--- src/rtl/eth_uart_hex_dumper.sv ---
// Ethernet FIFO hex dumper: renders frame bytes as ASCII hex on a UART.
// Define ETH_UART_DUMP_PARITY_EN for 8E1 framing instead of 8N1.
module eth_uart_hex_dumper #(
  parameter int CLK_FREQ     = 50000000,
  parameter int BAUD         = 115200,
  parameter int CLKS_PER_BIT = CLK_FREQ / BAUD
) (
  input  logic       clk,
  input  logic       rst_n,
  input  logic       fifo_empty,
  output logic       fifo_rd_en,
  input  logic [9:0] fifo_rd_data,
  output logic       uart_tx,
  output logic       tx_busy,
  output logic       dump_active
);

  localparam int CW = $clog2(CLKS_PER_BIT);
`ifdef ETH_UART_DUMP_PARITY_EN
  localparam int FW = 11;
`else
  localparam int FW = 10;
`endif

  typedef enum logic [2:0] {
    IDLE, FETCH, LATCH, EMIT, WAIT_TX
  } state_t;

  state_t          state, next;
  logic            rd_req;
  logic            tx_start;
  logic            tx_done;
  logic [7:0]      tx_data;
  logic [FW-1:0]   frame;
  logic [FW-1:0]   shreg;
  logic [CW-1:0]   baud_cnt;
  logic [3:0]      bit_cnt;
  logic [4:0][7:0] list_q;
  logic [4:0][7:0] nl;
  logic [2:0]      cnt_q;
  logic [2:0]      idx_q;
  logic [2:0]      ncnt;
  logic [2:0]      k;

  function automatic logic [7:0] hex(input logic [3:0] n);
    return (n < 4'd10) ? 8'h30 + {4'h0, n}
                       : 8'h37 + {4'h0, n};
  endfunction

  // Read strobe is forced low while reset is held.
  assign fifo_rd_en = rd_req & rst_n;
  assign tx_data    = list_q[idx_q];
  assign uart_tx    = ~tx_busy | shreg[0];
  assign tx_done    = tx_busy
                   && baud_cnt == CW'(CLKS_PER_BIT - 1)
                   && bit_cnt == 4'(FW - 1);

`ifdef ETH_UART_DUMP_PARITY_EN
  assign frame = {1'b1, ^tx_data, tx_data, 1'b0};
`else
  assign frame = {1'b1, tx_data, 1'b0};
`endif

  // State register.
  always_ff @(posedge clk or negedge rst_n) begin
    if (!rst_n) state <= IDLE;
    else        state <= next;
  end

  // Next-state logic, read request and serialiser start.
  always_comb begin
    next     = state;
    rd_req   = 1'b0;
    tx_start = 1'b0;
    case (state)
      IDLE: begin
        if (!fifo_empty) begin
          rd_req = 1'b1;
          next   = FETCH;
        end
      end
      FETCH: next = LATCH;
      LATCH: next = EMIT;
      EMIT: begin
        tx_start = 1'b1;
        next     = WAIT_TX;
      end
      WAIT_TX: begin
        if (tx_done)
          next = (idx_q == cnt_q) ? IDLE : EMIT;
      end
      default: next = IDLE;
    endcase
  end

  // Character list for the word on the FIFO read port.
  always_comb begin
    nl   = '0;
    k    = 3'd0;
    ncnt = 3'd0;
    if (fifo_rd_data[9]) begin
      nl[0] = 8'h3C;
      nl[1] = hex(fifo_rd_data[7:4]);
      nl[2] = hex(fifo_rd_data[3:0]);
      k     = 3'd3;
    end else begin
      nl[0] = hex(fifo_rd_data[7:4]);
      nl[1] = hex(fifo_rd_data[3:0]);
      k     = 3'd2;
    end
    if (fifo_rd_data[8]) begin
      nl[k]        = 8'h0D;
      nl[k + 3'd1] = 8'h0A;
      ncnt         = k + 3'd2;
    end else begin
      nl[k] = 8'h20;
      ncnt  = k + 3'd1;
    end
  end

  // Word latch, character index and dump_active.
  always_ff @(posedge clk or negedge rst_n) begin
    if (!rst_n) begin
      list_q      <= '0;
      cnt_q       <= 3'd0;
      idx_q       <= 3'd0;
      dump_active <= 1'b0;
    end else begin
      if (state == LATCH) begin
        list_q      <= nl;
        cnt_q       <= ncnt;
        idx_q       <= 3'd0;
        dump_active <= 1'b1;
      end
      if (state == EMIT)
        idx_q <= idx_q + 3'd1;
      if (state == WAIT_TX && tx_done
          && idx_q == cnt_q)
        dump_active <= 1'b0;
    end
  end

  // UART serialiser, LSB first, bit timed by baud_cnt.
  always_ff @(posedge clk or negedge rst_n) begin
    if (!rst_n) begin
      tx_busy  <= 1'b0;
      shreg    <= '1;
      baud_cnt <= '0;
      bit_cnt  <= 4'd0;
    end else if (tx_start) begin
      tx_busy  <= 1'b1;
      shreg    <= frame;
      baud_cnt <= '0;
      bit_cnt  <= 4'd0;
    end else if (tx_busy) begin
      if (baud_cnt == CW'(CLKS_PER_BIT - 1)) begin
        baud_cnt <= '0;
        shreg    <= {1'b1, shreg[FW-1:1]};
        if (bit_cnt == 4'(FW - 1))
          tx_busy <= 1'b0;
        else
          bit_cnt <= bit_cnt + 4'd1;
      end else begin
        baud_cnt <= baud_cnt + CW'(1);
      end
    end
  end

endmodule

--- config.mk ---
export PLATFORM = sky130hd
export DESIGN_NAME = eth_uart_hex_dumper
export DESIGN_NICKNAME = d
export VERILOG_FILES = /design/src/rtl/eth_uart_hex_dumper.sv
export SDC_FILE = /design/constraint.sdc
export NUM_CORES = 1
export LEC_CHECK = 0
export CORE_UTILIZATION = 54
export DETAILED_ROUTE_END_ITERATION = 8
export HOLD_SLACK_MARGIN = 0.02
export PLACE_DENSITY = 0.84
export SYNTH_ARGS = -nofsm -noshare
export SYNTH_HDL_FRONTEND = slang
export SYNTH_SLANG_ARGS = --single-unit
--- constraint.sdc ---
create_clock -name clk -period 2 [get_ports clk]
set_clock_uncertainty 0.15 [all_clocks]
set_input_delay 0.4 -clock clk [delete_from_list [all_inputs] [get_ports clk]]
set_output_delay 0.4 -clock clk [all_outputs]
set_load 0.005 [all_outputs]
## Word level (Yosys, flattened, before mapping)

Index checks and enable logic that the tools add are counted.

| storage, ports and cells | value |
|---|---|
| flip-flop bits (word level) | 74 |

| cells by class | value |
|---|---|
| add/subtract/negate cells | 9 |
| $lt $le $gt $ge | 7 |
| equal/unequal tests | 10 |
| mux-type cells | 38 |
| bitwise gates (word level) | 12 |
| reductions and logical operators | 14 |

Operators by type and width:

| kind | count |
|---|---|
| demux 8 bit (select 3 bit) | 2 |
| 2-to-1 mux 40 bit | 1 |
| bitwise AND 21 x 35 -> 35 bit | 1 |
| inverter 35 bit | 1 |
| bitwise AND 30 bit | 1 |
| 2-to-1 mux 10 bit | 3 |
| inverter 30 bit | 1 |
| adder 6 x 4 -> 7 bit (first input constant) | 4 |
| 2-to-1 mux 9 bit | 3 |
| bitwise AND 14 x 25 -> 25 bit | 1 |
| inverter 25 bit | 1 |
| binary-select mux 8 bit (select 3 bit) | 1 |
| 2-to-1 mux 8 bit | 3 |
| 2-to-1 mux 7 bit | 3 |
| 2-to-1 mux 4 bit | 4 |
| 2-to-1 mux 15 bit | 1 |
| 2-to-1 mux 3 bit | 5 |
| bitwise OR 9 x 15 -> 15 bit | 1 |
| one-hot mux 3 bit (5 select lines) | 1 |
| less-than comparator 3 x 4 -> 1 bit (second input constant) | 3 |
| 2-to-1 mux 1 bit | 10 |
| bitwise OR 10 bit | 1 |
| adder 9 x 1 -> 9 bit (second input constant) | 1 |
| equality test 9 bit (second input constant) | 1 |
| 21 further kinds | 36 |

## Depth between registers and ports, before layout

Gate-level depths: netlist (run 1).

| logic depth | value |
|---|---|
| depth in word-level cells | 9 |
| mapped depth | 8 |
| mapped depth without buffers | 6 |

## Worst setup path before layout (run 1)

No wires, ideal clock.

| timing | value |
|---|---|
| kind | reg2reg |
| start point | reg baud_cnt[0] |
| end point | reg baud_cnt[7] |
| setup time | 87 ps |
| data arrival time | 1,667 ps |
| data required time | 1,763 ps |
| setup slack | 96 ps |
| cell stages (with the launch flop) | 7 |
| path buffers | 1 |
| clock period less this slack | 1,904 ps |
| path through | dfrtp_1 > ha_1 > and4b_4 > buf_6 > a211o_1 > or3_1 > o211ai_1 |

| between the ends | value |
|---|---|
| longest elaborated chain between the ends | 4 |

Ends and longest elaborated chain:

| what | line | source |
|---|---|---|
| from (decl) | 36 | `logic [CW-1:0] baud_cnt;` |
| from (signal assigned) | 164 | `baud_cnt <= baud_cnt + CW'(1);` |
| adder 9 x 1 -> 9 bit / equality test 9 bit (equally long branches) | 164, 156 |  |
| 2-to-1 mux 9 bit * | 156 | `if (baud_cnt == CW'(CLKS_PER_BIT - 1)) begin` |
| 2-to-1 mux 9 bit * | 155 | `end else if (tx_busy) begin` |
| 2-to-1 mux 9 bit * | 150 | `end else if (tx_start) begin` |

Mark *: on every way between the ends. The rest lies on a longest branch, timed or not. The select of a mux whose other input is x is not followed.
A chain may end at the register's enable or synchronous reset.

## Worst setup path in the final report (run 1)

| timing | value |
|---|---|
| start point | reg tx_busy |
| end point | out tx_busy |

RTL lines:

| what | line | source |
|---|---|---|
| from (decl) | 14 | `output logic tx_busy,` |
| from (signal assigned) | 146 | `tx_busy <= 1'b0;` |
| from (signal assigned) | 151 | `tx_busy <= 1'b1;` |
| from (signal assigned) | 160 | `tx_busy <= 1'b0;` |

No word-level cell between the ends.

==> impl_metrics.yaml, run 1 <==
floorplanning:
  dieHeight_um: 77.1
  coreArea_mm2: 0.00527
  die_area_mm2: 0.00594
  dieWidth_um: 77.1
  initial_core_util_pct: 57.8
  row_count: 26
  ios: 17
global_route:
  busiest_layer: "met2"
  grt_pass1_wl_mm: 11.3
  grt-ovfl-total: 0
  grt_pass1_vias: 2496
  grt_use_met2_pct: 41.4
  grt_util_met3_pct: 3.57
  grt_max_degree: 59
  met1_usage_pct: 30.4
  grt_antenna_before_repair: 0
  track_usage_pct: 24.4
logic_synthesis:
  synth_top_area_share_pct: 40.3
  ys_warn_count: 0
  ys_ff_latch: 58
  synth_top_area_cell: "dfrtp_1"
  synth-edff-count: 0
  synth_most_common_cell: "nand2_1"
  synth.area.top_cells: "dfrtp_1, dfstp_2, nand2_1"
  synth_common_cells: "nand2_1, dfrtp_1, o21ai_0"
  yosysUniqueCellTypes: 46
  syn_inst: 320
  synth-async-reset-ratio_pct: 100
  syn_area_mm2: 0.00305
  syn_nets: 345
  syn_area_per_cell_um2: 9.52
  ys.flop_type: "dfrtp_1"
  seq_area_frac_synth_pct: 48.0
sta:
  finalCriticalPeriod_ns: 1.90
  fin_crit_sh_pct: 95.1
  setup_tns_ns: 0
  drv_slew: 0
  fmaxAchievable_ghz: 0.526
  hold_viol: 0
  hold_ws_ns: 0.0960
  worst_slew_pin_slew_ns: 0.720
  rsz0062_at_grt: "no"
  max_slew_margin_pct: 52.0
  setup_viol: 0
clocking:
  insertion_delay_ns: 0.33
  cts_hold_buf: 0
  cts_buffer_depth: 2
  clk_pin_slew_ns: 0.06
  cts-htree-levels: 3
  cts_buffers: 9
  cts_tree: "built"
  cts.sinks: 58
  clockRootBuffer: "clkbuf_8"
power_and_ir_drop:
  power_density_mw_per_mm2: 673
  power_leakage_uw: 0.00169
  power.total_uw: 2450
  ir_drop_mv: 0.406
drt:
  drtIter0Drc: 125
  ant_nets: 0
  num_vias: 2499
  avgViaCountPerCell: 5.71
  first_pass_iters: 5
  wl_per_cell_um: 14.8
  drcViolationCount: 0
  drt-total-wl_mm: 6.50
worst_setup_path:
  crit_buf_inv: 1
  critPathArrivalTime_ns: 1.35
  cp-start-kind: "flop"
  cp_slowest_cell: "clkdlybuf4s50_1"
  critPathMaxFanout: 12
  path_cells: "clkdlybuf4s50_1"
  slowest_delay_ns: 0.54
  cp_top_family: "buffers and inverters"
  critPathCaptureType: "output port"
  crit_type: "reg -> out"
  cp.required_ns: 1.45
placement:
  dpl.hpwl_mm: 4.64
  io_buffers: 16
  place_inst: 419
  gp_congestion: 0.780
cells_and_area:
  diodes: 0
  synthToLayoutAreaGrowth_pct: 19.6
  layout-drive-gt1-share_pct: 18.2
  fin_cells: 438
  nNetsFinal: 388
run:
  maxCapViolCount: 0
hold_path:
  hold_class: "in -> async"
status:
  status: "finished, final reports clean"
[registers in the layout, summed over array words and instances, names as in the netlist, 3 cells and up]
register  cells
idx_q         3
shreg         9
cnt_q         3
state         3
baud_cnt      9
bit_cnt       4
list_q       25
[area by class of cell]
cell class	instances	area (um^2)
clock buffers	14	173
clock inverters	2	10.0
fillers	425	1630
inverters	10	37.5
multi-input cells	237	1480
flip-flops and latches	58	1470
well taps	70	87.6
repair buffers	47	385
[path summary, 6_finish.rpt]
kind	slack (ns)	to	cells past startpoint	start
max in group asynchronous	1.10	tx_busy	2	rst_n
hold reg to reg	0.31	list_q[3]	2	list_q[3]
hold / removal	0.1	bit_cnt[1]	2	rst_n
setup / recovery	0.1	tx_busy	1	tx_busy
min in group clk	0.31	list_q[3]	2	list_q[3]
setup reg to reg	0.14	list_q[21]	5	state[2]
[logic make-up (layout without fill, tap and decap cells)]
group | count (synthesis) | in the layout | synth area share (%)
adders and majority gates | 12 | 12 | 4.93
AOI/OAI and AO/OA | 68 | 68 | 13.6
buffers and inverters | 25 | 73 | 3.49
DFF | 58 | 58 | 48.0
and+or+nand+nor | 135 | 135 | 21.2
muxes | 10 | 10 | 5.38
xor gates and xnor gates | 12 | 12 | 3.45
[layout by cell type, fill, tap and decap left out, types with 7 or more instances in the layout]
master           synthesis  layout
inv_1                    9       9
nand2_1                 62      62
dfrtp_1                 49      46
dfstp_2                  9       9
clkbuf_8                 0      12
a21oi_1                 10      10
o21ai_0                 33      33
nand3_1                 10      10
clkdlybuf4s50_1          0      13
ha_1                    12      12
nor2_1                  27      26
xnor2_1                  7       7
buf_4                    0      31
[through the flow]
| step | cell area (um^2) | util [%] | setup slack [ns] |
|---|---|---|---|
| floorplan | 3050 | - | 0.0962 |
| global placement | 3430 | 65.1 | -0.0783 |
| detailed placement | 3430 | 65.1 | -0.0870 |
| CTS | 3640 | 69.0 | 0.0909 |
| global route | 3640 | 69.1 | 0.0241 |
| finish | 3640 | 69.1 | 0.0979 |
[per-layer routing]
layer	vias to the layer above	routed length, um	part of all wire [%]
met5	-	0	0
met4	0	94	1.4
met3	12	256	3.9
met2	52	3200	49
met1	1231	2950	45
li1	1204	-	-
[repair_timing]
action | CTS | global route
endpoints found under the setup margin | 3 | 2
resized for setup | 7 | 0
buffers inserted | 2 | 1
hold endpoints to repair | 0 | 0
pin swaps | 0 | 0
[power breakdown]
group	leakage (uW)	total, uW	internal [uW]	switching, uW
clock	0.0000965	987	548	439
combinational	0.000912	208	103	105
sequential	0.000678	1260	1230	28.4
total	0.00169	2450	1880	572
Power figures use the tool's default switching activity.
==> run 2: changes to the inputs <==
--- a/config.mk
+++ b/config.mk
@@ -7,6 +7,7 @@
 export LEC_CHECK = 0
 export CORE_UTILIZATION = 54
 export DETAILED_ROUTE_END_ITERATION = 8
+export GPL_TIMING_DRIVEN = 1
 export HOLD_SLACK_MARGIN = 0.02
 export PLACE_DENSITY = 0.84
 export SYNTH_ARGS = -nofsm -noshare
==> results of run 2 <==
No change in the layout: final DEF, timing and power equal those of run 1.
